$ cat src/rtl/axis_sample_fifo_if.sv
// AXI-Stream beat channel (tdata/tvalid/tready) shared by the sample producer,
// the sample FIFO and the stream reader.
interface axis_sample_fifo_if #(
    parameter int DATA_WIDTH = 8
);
    logic [DATA_WIDTH-1:0] tdata;
    logic                  tvalid;
    logic                  tready;

    modport master (output tdata, output tvalid, input tready);
    modport slave  (input tdata, input tvalid, output tready);
endinterface

$ cat src/rtl/axis_sample_fifo.sv
// First-word-fall-through AXI-Stream sample FIFO with fill level reporting.
// Define AXIS_FIFO_DROP_EN to never stall upstream and count dropped beats instead.
module axis_sample_fifo #(
    parameter int DATA_WIDTH = 8,
    parameter int DEPTH_LOG2 = 4
) (
    input  logic                  aclk,
    input  logic                  aresetn,
    axis_sample_fifo_if.slave     s_axis,
    axis_sample_fifo_if.master    m_axis,
    output logic [DEPTH_LOG2:0]   fill_level,
    output logic                  overflow,
    output logic [15:0]           drop_count,
    input  logic                  clear_overflow
);
    localparam int DEPTH = 1 << DEPTH_LOG2;
    localparam int PW    = DEPTH_LOG2 + 1;
    localparam int AW    = (DEPTH_LOG2 == 0) ? 1 : DEPTH_LOG2;
    localparam logic [PW-1:0] DEPTH_P = PW'(DEPTH);
    localparam logic [PW-1:0] LAST_P  = PW'(DEPTH - 1);

    logic [DATA_WIDTH-1:0] mem_q [DEPTH];
    logic [PW-1:0]         wr_ptr_q, wr_ptr_d;
    logic [PW-1:0]         rd_ptr_q, rd_ptr_d;
    logic [PW-1:0]         count_q, count_d;
    logic                  ready_en_q;
    logic                  full, empty;
    logic                  wr_fire, rd_fire;
    logic [AW-1:0]         wr_addr, rd_addr;

    assign full    = (count_q == DEPTH_P);
    assign empty   = (count_q == '0);
    assign rd_fire = !empty && m_axis.tready;
    assign wr_addr = wr_ptr_q[AW-1:0];
    assign rd_addr = rd_ptr_q[AW-1:0];

`ifdef AXIS_FIFO_DROP_EN
    logic        drop;
    logic        overflow_q, overflow_d;
    logic [15:0] drop_count_q, drop_count_d;

    // Upstream is never stalled; a full FIFO only accepts when a read frees a slot.
    assign s_axis.tready = ready_en_q;
    assign wr_fire       = s_axis.tvalid && ready_en_q && (!full || rd_fire);
    assign drop          = s_axis.tvalid && ready_en_q && full && !rd_fire;

    always_comb begin
        overflow_d   = overflow_q;
        drop_count_d = drop_count_q;
        if (drop) begin
            overflow_d = 1'b1;
            if (clear_overflow)
                drop_count_d = 16'd1;
            else if (drop_count_q != 16'hFFFF)
                drop_count_d = drop_count_q + 16'd1;
        end else if (clear_overflow) begin
            overflow_d   = 1'b0;
            drop_count_d = 16'd0;
        end
    end

    always_ff @(posedge aclk or negedge aresetn) begin
        if (!aresetn) begin
            overflow_q   <= 1'b0;
            drop_count_q <= 16'd0;
        end else begin
            overflow_q   <= overflow_d;
            drop_count_q <= drop_count_d;
        end
    end

    assign overflow   = overflow_q;
    assign drop_count = drop_count_q;
`else
    logic unused_clear_overflow;

    assign s_axis.tready         = ready_en_q && !full;
    assign wr_fire               = s_axis.tvalid && ready_en_q && !full;
    assign overflow              = 1'b0;
    assign drop_count            = 16'd0;
    assign unused_clear_overflow = clear_overflow;
`endif

    always_comb begin
        wr_ptr_d = wr_ptr_q;
        rd_ptr_d = rd_ptr_q;
        count_d  = count_q;
        if (wr_fire)
            wr_ptr_d = (wr_ptr_q == LAST_P) ? '0 : wr_ptr_q + PW'(1);
        if (rd_fire)
            rd_ptr_d = (rd_ptr_q == LAST_P) ? '0 : rd_ptr_q + PW'(1);
        case ({wr_fire, rd_fire})
            2'b10:   count_d = count_q + PW'(1);
            2'b01:   count_d = count_q - PW'(1);
            default: count_d = count_q;
        endcase
    end

    // Ready-enable comes up on the first edge after reset release.
    always_ff @(posedge aclk or negedge aresetn) begin
        if (!aresetn) begin
            wr_ptr_q   <= '0;
            rd_ptr_q   <= '0;
            count_q    <= '0;
            ready_en_q <= 1'b0;
        end else begin
            wr_ptr_q   <= wr_ptr_d;
            rd_ptr_q   <= rd_ptr_d;
            count_q    <= count_d;
            ready_en_q <= 1'b1;
        end
    end

    // Storage holds no reset; occupancy alone decides which entries are live.
    always_ff @(posedge aclk) begin
        if (wr_fire)
            mem_q[wr_addr] <= s_axis.tdata;
    end

    assign m_axis.tdata  = mem_q[rd_addr];
    assign m_axis.tvalid = !empty;
    assign fill_level    = count_q;
endmodule

$ cat src/flat_wrapper.sv
// flat-port wrapper written by rule: the top's interface ports become plain ports
module axis_sample_fifo_flat 
#(
    parameter int DATA_WIDTH = 8,
    parameter int DEPTH_LOG2 = 4
)
  (aclk, aresetn, fill_level, overflow, drop_count, clear_overflow, s_axis_tdata, s_axis_tvalid, s_axis_tready, m_axis_tdata, m_axis_tvalid, m_axis_tready);
  axis_sample_fifo_if #(.DATA_WIDTH(DATA_WIDTH)) s_axis_i ();
  axis_sample_fifo_if #(.DATA_WIDTH(DATA_WIDTH)) m_axis_i ();
  input  logic aclk;
  input  logic aresetn;
  output logic [DEPTH_LOG2:0] fill_level;
  output logic overflow;
  output logic [15:0] drop_count;
  input  logic clear_overflow;
  input wire logic [$bits(s_axis_i.tdata)-1:0] s_axis_tdata;
  input wire logic [$bits(s_axis_i.tvalid)-1:0] s_axis_tvalid;
  output wire logic [$bits(s_axis_i.tready)-1:0] s_axis_tready;
  output wire logic [$bits(m_axis_i.tdata)-1:0] m_axis_tdata;
  output wire logic [$bits(m_axis_i.tvalid)-1:0] m_axis_tvalid;
  input wire logic [$bits(m_axis_i.tready)-1:0] m_axis_tready;
  assign s_axis_i.tdata = s_axis_tdata;
  assign s_axis_i.tvalid = s_axis_tvalid;
  assign s_axis_tready = s_axis_i.tready;
  assign m_axis_tdata = m_axis_i.tdata;
  assign m_axis_tvalid = m_axis_i.tvalid;
  assign m_axis_i.tready = m_axis_tready;
  axis_sample_fifo #(.DATA_WIDTH(DATA_WIDTH), .DEPTH_LOG2(DEPTH_LOG2)) u_core (.aclk(aclk), .aresetn(aresetn), .s_axis(s_axis_i), .m_axis(m_axis_i), .fill_level(fill_level), .overflow(overflow), .drop_count(drop_count), .clear_overflow(clear_overflow));
endmodule
$ cat config.mk
export PLATFORM = sky130hd
export DESIGN_NAME = axis_sample_fifo_flat
export DESIGN_NICKNAME = d
export VERILOG_FILES = /design/src/rtl/axis_sample_fifo_if.sv /design/src/rtl/axis_sample_fifo.sv /design/src/flat_wrapper.sv
export SDC_FILE = /design/constraint.sdc
export NUM_CORES = 1
export LEC_CHECK = 0
export CAP_MARGIN = 20
export CORE_MARGIN = 4
export CORE_UTILIZATION = 63
export CTS_CLUSTER_DIAMETER = 30
export CTS_CLUSTER_SIZE = 40
export DETAILED_ROUTE_END_ITERATION = 10
export PLACE_DENSITY = 0.92
export SLEW_MARGIN = 20
export SYNTH_ARGS = -nofsm -noshare
export SYNTH_HDL_FRONTEND = slang
export SYNTH_SLANG_ARGS = --single-unit
$ cat constraint.sdc
create_clock -name aclk -period 3.8 [get_ports aclk]
set_clock_uncertainty 0.1 [all_clocks]
set_input_delay 0.76 -clock aclk [delete_from_list [all_inputs] [get_ports aclk]]
set_output_delay 0.76 -clock aclk [all_outputs]
set_load 0.05 [all_outputs]
==> results of run 1 <==
sequential cells by signal (all words and copies together) (netlist names):
name               cells
u_core.ready_en_q      1
u_core.rd_ptr_q        5
u_core.wr_ptr_q        5
u_core.fill_level      5
u_core.mem_q         128
metrics by stage:
stage,setup WS [ns],utilization [%]
after floorplan,0.736,-
after global placement,0.599,68.9
after detailed placement,0.549,68.9
after CTS,0.0200,75.1
after global routing,0.0372,75.3
final,0.142,75.3
path summary, 6_finish.rpt:
check	startpoint	to	cells after the start
min in group asynchronous	aresetn	u_core.ready_en_q	1
hold / removal	u_core.wr_ptr_q[4]	u_core.wr_ptr_q[4]	1
hold reg to reg	u_core.wr_ptr_q[4]	u_core.wr_ptr_q[4]	1
max in group asynchronous	aresetn	u_core.rd_ptr_q[0]	1
setup / recovery	u_core.rd_ptr_q[0]	m_axis_tdata[5]	5
setup reg to reg	u_core.fill_level[2]	u_core.fill_level[4]	9
layer usage:
metal	vias to the layer above	track usage (%)	routed length (um)
li1	1456	-	-
met1	1615	30.2	4760
met2	188	38.4	6160
met3	25	5.77	1160
met4	0	8.88	329
met5	-	0	0
power groups by stage:
stage | clock [uW] | combinational [uW] | sequential [uW]
after floorplan | 0 | 1450 | 2050
after global placement | 0 | 1910 | 2050
after detailed placement | 0 | 1970 | 2070
after CTS | 1630 | 1990 | 2040
after global routing | 1710 | 2110 | 2070
final | 1620 | 1980 | 2050
area by class of cell:
| type | instances | area share (%) |
|---|---|---|
| timing repair buffer | 37 | 5.26 |
| inverter | 6 | 0.338 |
| sequential | 144 | 60.4 |
| clock inverter | 14 | 2.35 |
| clock buffer | 17 | 5.90 |
| multi-input combinational | 195 | 23.4 |
| tap | 129 | 2.30 |
cells in the mapped netlist (2+ instances only):
cell and n:
clkbuf_1 3, edfxtp_1 128, nor2b_1 3, nor3_1 4, mux2i_1 40, mux4_2 16, nand3_1 11, buf_1 6
xor2_1 2, dfrtp_1 16, nand2b_1 3, buf_2 2, nand2_1 11, conb_1 2, a21boi_0 2, a41oi_1 2
mux2_2 3, a22oi_1 16, buf_4 23, nand4b_1 2, and2_1 2, a21oi_1 2, nor2_1 14, xnor2_1 6
o21ai_0 15, inv_1 5, ha_1 9
kinds of logic after synthesis:
kind of cell / after synthesis / synth area share [%]
xor+xnor: 8 / 1.15
mux: 59 / 13.1
compound gates: 45 / 5.08
fa+ha+maj: 9 / 1.85
buf+inv: 41 / 4.14
flops: 144 / 69.8
simple gates: 56 / 4.77
other cells: 2 / 0.124
timing repair:
action | 4_1_cts | 5_1_grt
resized for setup | 1 | 6
setup endpoints to repair | 1 | 6
endpoints found under the hold margin | 0 | 0
==> results.md, run 1 <==
* Outcome: completed
* Buf+Inv Stages, Crit Path at 2
* I/O Buffers at 26
* Cell taking the most area after synthesis: edfxtp_1
* Clk Latency, worst-skew pair at 0.52 ns
* Die area at 0.0113 mm2
* Top-area cell type share of the netlist area at 63.2%
* CP Class: flip-flop to output port
* # DRC at 0
* Max Buffers Root-to-Sink at 2
* Leakage power at 0.00254 uW
* Post-CTS setup buffer count at 0
* Clock sink total at 144
* Design internal power at 3640 uW
* Layout cells sized above 1 at 15.3%
* Hold_ws at 0.396 ns
* CP startpoint kind: flip-flop
* Number of synthesized register bits at 144
* Placed Area at 0.00643 mm2
* P&R area growth vs syn at 15.5%
* Slew margin rel. at 40.7%
* Die height at 106 um
* Overall Power at 5650 uW
* Critical-path top delay cell: clkdlybuf4s50_1
* Post-Synthesis Cells at 364
* Register area share after synthesis at 69.8%
* Clock transition at path regs at 0.06 ns
* Top FF cell, synth: edfxtp_1
* Post-Syn Area at 0.00608 mm2
* Design Area, Final at 0.00702 mm2
* Highest clock rate at 0.273 GHz
* CTS buffer count at 17
* Worst Path Arrival at 2.80 ns
* Nets@finish at 423
* Synth warn at 0
* N_diodes at 0
* Most common cell after layout, fill and taps aside: edfxtp_1
* CTS root buf: clkbuf_8
* Pin count of the biggest net entering global routing at 53
* Sequential cell area at 0.00425 mm2
* Worst-path fanout max at 52
* Fin cells at 542
* Area of the multi-input gates at 0.00164 mm2
* Final hold vios at 0
* Psw at 2010 uW
* Number of vias per cell at 6.06
* Worst Setup End Kind: output port
* Period Utilization, post-route at 96.3%
* Avg Inst Size Synth at 16.7 um2
* Gr usage total at 23.3%
* Seq pwr share at 36.3%
* Distinct cells, synth at 43
* Placed cells at 511
* Setup Total Neg Slack at 0 ns
* Worst Path Required at 2.94 ns
* CTS tree: yes
* Final Max Tran Viols at 0
* Most frequent cells in the layout: edfxtp_1 (128), mux2i_1 (40), clkdlybuf4s50_1 (19)
* Asr flop ratio synth at 11.1%
* Avg WL per Cell at 22.9 um
* Worst-Margin Slew at 0.887 ns
* GR Overflow Total at 0
* Initial core utilization at 65.2%
* Hpwl dp at 7180 um
* Global-route wire length before repair at 19100 um
* Clk network pwr share at 28.7%
* Initial DRC count at 298
* Fin crit period at 3.66 ns
* Gate power share at 35.0%
* Initial antenna violation count at 0
* Rows at 35
* Synth top area cells: edfxtp_1 (63%), dfrtp_1 (6.6%), mux2i_1 (6.6%), mux4_2 (5.9%), buf_4 (2.8%)
* Total number of vias at 3284
* Fillers at 520
* Hold Crit Class: flip-flop to flip-flop
* Pre-antenna DRT Iters at 5
* EDFF count, synth at 128
* RD Place Congestion at 0.850
* R2R setup slack at 0.84 ns
* Remaining antenna violation count after routing at 0
* Crit path cell chain: buf_12 > mux4_2 > mux2i_1 > o21ai_0 > clkdlybuf4s50_1
* CP delay by family, top: buffers and inverters
* Switch share at 35.6%
* Hold Buf Count CTS at 0
* H-Tree Depth at 4
* CP max stage delay at 0.74 ns
* Final WL at 12400 um
* MaxCap Viol Count at 0
* Setup violators final at 0
* Max IR drop VDD at 0.000436 V
* Placeable Area at 0.00933 mm2
* Die W at 106 um
* Vias in the first global route at 3345
* PD cells at 804 mW/mm2
* I/O pin cnt at 45
* RSZ-0062 raised after global routing: false
No activity file was read; power rests on OpenSTA's default activity.
==> run 2: changes to the inputs <==
- GPL_ROUTABILITY_DRIVEN: unset -> 1
==> results of run 2 <==
Same layout as run 1: the final DEF is identical, and so are final timing and power.
